File: config.mk
export PLATFORM = sky130hd
export DESIGN_NAME = pc88_loader_sdram_bridge
export DESIGN_NICKNAME = d
export VERILOG_FILES = /design/src/rtl/pc88_ldr_pkg.sv /design/src/rtl/pc88_ldr_pack.sv /design/src/rtl/pc88_loader_sdram_bridge.sv
export SDC_FILE = /design/constraint.sdc
export NUM_CORES = 1
export LEC_CHECK = 0
export BUFFER_PORTS_ARGS = -buffer_cell sky130_fd_sc_hd__buf_2
export CAP_MARGIN = 20
export CORE_AREA = 10 10 141 78
export DETAILED_ROUTE_END_ITERATION = 8
export DIE_AREA = 0 0 151 88
export GPL_TIMING_DRIVEN = 0
export PLACE_DENSITY = 0.89
export SLEW_MARGIN = 20
export SYNTH_ARGS = -nofsm -noshare
export SYNTH_HDL_FRONTEND = slang
export SYNTH_SLANG_ARGS = --single-unit
File: constraint.sdc
create_clock -name clk21m -period 3.2 [get_ports clk21m]
set_input_delay 0.64 -clock clk21m [delete_from_list [all_inputs] [get_ports clk21m]]
set_output_delay 0.64 -clock clk21m [all_outputs]
set_load 0.1 [all_outputs]
File: src/rtl/pc88_ldr_pkg.sv
// Shared types and constants for the PC-88 loader-to-SDRAM bridge.
package pc88_ldr_pkg;

    typedef enum logic [2:0] {
        IDLE,
        PACK,
        REQ,
        ACKB,
        FLUSH
    } ldr_state_e;

    localparam logic [1:0] BE_LO = 2'b01;
    localparam logic [1:0] BE_HI = 2'b10;
    localparam logic [1:0] BE_W  = 2'b11;

    localparam int LDR_ADDR_W = 19;
    localparam int LDR_MEM_AW = 22;

endpackage

File: src/rtl/pc88_ldr_pack.sv
// Even-byte lane register: holds one low byte and its word address until paired or flushed.
module pc88_ldr_pack
    import pc88_ldr_pkg::*;
#(
    parameter int WA_W = LDR_ADDR_W - 1
) (
    input  logic            clk21m,
    input  logic            rstn,
    input  logic            load,
    input  logic            clear,
    input  logic [7:0]      lo_in,
    input  logic [WA_W-1:0] wadr_in,
    output logic [7:0]      lo_byte,
    output logic [WA_W-1:0] hold_wadr,
    output logic            partial_valid,
    output logic            match
);

    assign match = partial_valid && (hold_wadr == wadr_in);

    always_ff @(posedge clk21m or negedge rstn) begin
        if (!rstn) begin
            lo_byte       <= '0;
            hold_wadr     <= '0;
            partial_valid <= 1'b0;
        end else if (load) begin
            lo_byte       <= lo_in;
            hold_wadr     <= wadr_in;
            partial_valid <= 1'b1;
        end else if (clear) begin
            partial_valid <= 1'b0;
        end
    end

endmodule

File: src/rtl/pc88_loader_sdram_bridge.sv
// Packs byte-wide loader writes into 16-bit SDRAM word writes, one loader ack per byte.
// Optional LOADER_CHKSUM_EN adds a running 16-bit byte checksum output.
module pc88_loader_sdram_bridge
    import pc88_ldr_pkg::*;
#(
    parameter int ADDR_W = LDR_ADDR_W,
    parameter int MEM_AW = LDR_MEM_AW,
    parameter int BASE   = 0
) (
    input  logic              clk21m,
    input  logic              rstn,
    input  logic              ldr_oe,
    input  logic [ADDR_W-1:0] ldr_adr,
    input  logic [7:0]        ldr_wdat,
    input  logic              ldr_wr,
    output logic              ldr_ack,
    input  logic              ldr_done,
    output logic              mem_req,
    output logic [MEM_AW-1:0] mem_adr,
    output logic [15:0]       mem_wdat,
    output logic [1:0]        mem_be,
    input  logic              mem_ack,
    output logic              busy,
    output logic [15:0]       wr_count
`ifdef LOADER_CHKSUM_EN
   ,output logic [15:0]       chksum
`endif
);

    localparam int WA_W = ADDR_W - 1;

    ldr_state_e        state, state_n;
    logic              req_n, ack_n, cnt_inc, pk_load, pk_clear;
    logic [MEM_AW-1:0] adr_n;
    logic [15:0]       wdat_n;
    logic [1:0]        be_n;
    logic              oe_q, done_q, flush_pend;
    logic [7:0]        lo_byte;
    logic [WA_W-1:0]   hold_wadr, cur_wadr;
    logic              partial_valid, match, take;

    function automatic logic [MEM_AW-1:0] to_mem(input logic [WA_W-1:0] wa);
        return MEM_AW'(BASE) + MEM_AW'(wa);
    endfunction

    assign cur_wadr = ldr_adr[ADDR_W-1:1];
    // The cycle carrying ldr_ack still sees the old ldr_wr, so it must not be taken.
    assign take     = ldr_wr & ldr_oe & ~ldr_ack;
    assign busy     = (state != IDLE) | partial_valid;

    pc88_ldr_pack #(.WA_W(WA_W)) u_pack (
        .clk21m        (clk21m),
        .rstn          (rstn),
        .load          (pk_load),
        .clear         (pk_clear),
        .lo_in         (ldr_wdat),
        .wadr_in       (cur_wadr),
        .lo_byte       (lo_byte),
        .hold_wadr     (hold_wadr),
        .partial_valid (partial_valid),
        .match         (match)
    );

    always_comb begin
        state_n  = state;
        req_n    = mem_req;
        adr_n    = mem_adr;
        wdat_n   = mem_wdat;
        be_n     = mem_be;
        ack_n    = 1'b0;
        cnt_inc  = 1'b0;
        pk_load  = 1'b0;
        pk_clear = 1'b0;
        unique case (state)
            IDLE: begin
                // Orphan low byte goes out first; a waiting byte stays un-acked meanwhile.
                if (partial_valid && (flush_pend || (take && !match))) begin
                    state_n = FLUSH;
                    req_n   = 1'b1;
                    adr_n   = to_mem(hold_wadr);
                    wdat_n  = {8'h00, lo_byte};
                    be_n    = BE_LO;
                end else if (take && !ldr_adr[0]) begin
                    pk_load = 1'b1;
                    state_n = PACK;
                end else if (take) begin
                    state_n = REQ;
                    req_n   = 1'b1;
                    adr_n   = to_mem(cur_wadr);
                    wdat_n  = {ldr_wdat, match ? lo_byte : 8'h00};
                    be_n    = match ? BE_W : BE_HI;
                end
            end
            PACK: begin
                ack_n   = 1'b1;
                state_n = IDLE;
            end
            REQ: begin
                if (mem_ack) begin
                    req_n   = 1'b0;
                    cnt_inc = 1'b1;
                    state_n = ACKB;
                end
            end
            ACKB: begin
                ack_n    = 1'b1;
                pk_clear = 1'b1;
                state_n  = IDLE;
            end
            FLUSH: begin
                if (mem_ack) begin
                    req_n    = 1'b0;
                    cnt_inc  = 1'b1;
                    pk_clear = 1'b1;
                    state_n  = IDLE;
                end
            end
            default: state_n = IDLE;
        endcase
    end

    always_ff @(posedge clk21m or negedge rstn) begin
        if (!rstn) begin
            state      <= IDLE;
            mem_req    <= 1'b0;
            mem_adr    <= '0;
            mem_wdat   <= '0;
            mem_be     <= '0;
            ldr_ack    <= 1'b0;
            wr_count   <= '0;
            oe_q       <= 1'b0;
            done_q     <= 1'b0;
            flush_pend <= 1'b0;
        end else begin
            state    <= state_n;
            mem_req  <= req_n;
            mem_adr  <= adr_n;
            mem_wdat <= wdat_n;
            mem_be   <= be_n;
            ldr_ack  <= ack_n;
            oe_q     <= ldr_oe;
            done_q   <= ldr_done;
            if (cnt_inc) wr_count <= wr_count + 16'd1;
            // End-of-download events are remembered until the FSM is idle to act on them.
            if ((ldr_done & ~done_q) | (oe_q & ~ldr_oe))
                flush_pend <= 1'b1;
            else if (state == IDLE && !partial_valid)
                flush_pend <= 1'b0;
        end
    end

`ifdef LOADER_CHKSUM_EN
    logic [7:0] cur_byte;

    always_ff @(posedge clk21m or negedge rstn) begin
        if (!rstn) begin
            cur_byte <= '0;
            chksum   <= '0;
        end else begin
            if (state == IDLE && take) cur_byte <= ldr_wdat;
            if (ldr_oe & ~oe_q)
                chksum <= '0;
            else if (ack_n)
                chksum <= chksum + {8'h00, cur_byte};
        end
    end
`endif

endmodule

==> results.toml <==
[logic_synthesis]
synthesis.area_mm2 = 0.00463
synth.area.top_cells = "dfrtp_1 47%, mux2_4 5.2%, xnor2_1 4.7%"
synthDistinctLibCells = 50
yosysSeqAreaShare_pct = 47.0
ys_warn_count = 0
synth_edf_count = 0
synthCells = 423
syn_avg_cell_area_um2 = 10.9
synth_top_area_share_pct = 47.0
synth_area_leader_cell = "dfrtp_1"
synth-seq-cells = 87
synth_ff_type = "dfrtp_1"
ys_async_sr_fraction_pct = 100

[detailed_routing]
drtIter0Drc = 340
firstDrtPassIters = 5
routed_wl_mm = 12.1
wire_per_inst_um = 18.6
vias = 3771
drc = 0
vias_per_cell = 5.81
final_antenna_net_count = 0

[critical_path]
crit_chain = "xnor2_1 > nand4_2 > or3_1 > buf_2 > o31ai_4 > buf_6 > mux2_1"
r2r_cells = 7
crit_required_ns = 3.43
r2r-start = "u_pack.hold_wadr[0]"
worst-path-max-fanout = 10
endpoint_kind = "flop"
timing.rr.end = "mem_wdat[7]"
crit_family = "simple AND/OR/NAND/NOR gates"
criticalPathCategory = "reg -> reg"
slowest_delay_ns = 0.54
start_kind = "flop"
path_buf_inv = 2
r2r_slack_ns = 0.48
cpMaxStageDelayCell = "o31ai_4"
arrival_ns = 2.95

[placement]
dpl.hpwl_mm = 8.54
gp_congestion = 0.890
io_buffers = 87

[grt]
antenna_found_initial = 3
grt_overflow = 0
grt_usage_pct = 18.5
grt_pass1_vias = 3883
grt_max_degree = 53
grt_pass1_wl_mm = 19.7

[layout]
layout-drive-gt1-share_pct = 30.0
final_common_cell = "buf_2"
area_growth_pct = 19.7
final_nets = 559
nFillCells = 678
final_cell_mix = "96 x buf_2, 87 x dfrtp_1, 53 x inv_1"

[clock_network]
ctsResizeCount = 0
cts_tree = "done"
hold_buffers = 0
cts.path.max_buffers = 2
h-tree-depth = 3
clkTransAtPathRegs_ns = 0.06
numCtsBuffers = 9
clockRootBuffer = "clkbuf_16"
cts.sinks = 87
clock_latency_ns = 0.35
post_cts_buffers = 0

[floorplan]
die_height_um = 88
die_area_mm2 = 0.0133
core_mm2 = 0.00853
start_util_pct = 54.3
boundaryPins = 92
rows = 24
die_w_um = 151

[timing]
rsz0062_at_grt = "no"
period_needed_ns = 2.72
worstMarginPinSlew_ns = 0.712
max_slew_margin_pct = 52.6
finalClockSkew_ns = 0.00713
drv_slew = 0
finalCritPeriodShare_pct = 84.9
hold_viol = 0
max_freq_mhz = 368
tns_ns = 0
setup_viol = 0

[outcome]
status = "finished clean"

[worst_hold_path]
hold_class = "in -> async"

[flow_run]
cap_violations = 0
## flip-flops by register name, indices dropped and copies added, names as in the netlist
signal and count:
flush_pend 1, state 3, u_pack.lo_byte 8, wr_count 16
mem_adr 18, mem_req 1, mem_be 2, mem_wdat 16
done_q 1, u_pack.hold_wadr 18, u_pack.partial_valid 1, ldr_ack 1
oe_q 1
## worst max-delay path by stage
stage                          end           startpoint  depth (start not counted)  slack [ns]
4_1_cts                mem_wdat[7]  u_pack.hold_wadr[0]                          7        0.47
6_report               mem_wdat[7]  u_pack.hold_wadr[0]                          7        0.48
2_1_floorplan  u_pack.hold_wadr[0]             state[2]                          7        0.42
5_1_grt                mem_wdat[7]  u_pack.hold_wadr[0]                          7        0.31
3_5_place_dp           mem_wdat[7]           ldr_adr[1]                          8        0.13
3_3_place_gp           mem_wdat[7]           ldr_adr[1]                          8        0.11
## cell usage after synthesis, types with 4 or more instances
cell,instances
inv_1,53
nand2b_1,6
dfrtp_1,87
nand2_1,21
nor3b_1,16
o31a_1,19
or3_1,4
mux2_4,16
buf_4,4
nor3_1,24
a22o_1,8
o31ai_1,9
nand3_1,6
buf_2,10
a211o_1,18
xor2_1,6
and3_1,4
mux2_2,16
clkbuf_1,12
xnor2_1,25
a221oi_1,18
## metal layers
metal,wire [um],GRT usage (%),vias up,share of wire [%]
met1,4890,21.5,1881,40
li1,-,-,1724,-
met3,915,6.43,24,7.6
met4,265,6.86,0,2.2
met2,6030,31.5,142,50
met5,0,0,-,0
## stage by stage
stage	std cells	setup WS [ns]	cell area, um^2	utilization, %	hold WS, ns
final	649	0.483	5540	65.0	0.346
after global routing	648	0.314	5540	64.9	0.392
after CTS	647	0.474	5530	64.9	0.367
after detailed placement	631	0.131	5240	61.5	0.454
after global placement	630	0.114	5220	61.2	0.451
after floorplan	426	0.419	4640	-	0.344
## area by class of cell
type / count / area [um^2] / area share (%)
sequential: 87 / 2180 / 39.3
multi-input combinational: 256 / 2090 / 37.7
timing repair buffer: 88 / 458 / 8.27
clock buffer: 10 / 229 / 4.13
inverter: 53 / 199 / 3.59
buffer: 30 / 174 / 3.14
tap: 117 / 146 / 2.64
clock inverter: 6 / 61.3 / 1.11
antenna: 2 / 5.00 / 0.0904
## logic make-up (layout without fill, tap and decap cells)
family / after synthesis / after routing / share of synthesized area [%]
AND/OR/NAND/NOR: 97 / 97 / 11.8
AO/OA/AOI/OAI: 88 / 88 / 17.1
flip-flops: 87 / 87 / 47.0
buffers and inverters: 83 / 187 / 8.06
multiplexers: 35 / 35 / 9.76
XOR/XNOR: 31 / 31 / 5.87
adder cells (fa/ha/maj): 1 / 1 / 0.270
other: 1 / 6 / 0.0810
Power is not shown: default switching activity piles up to over one toggle a cycle in this logic, so the estimate is an artifact.
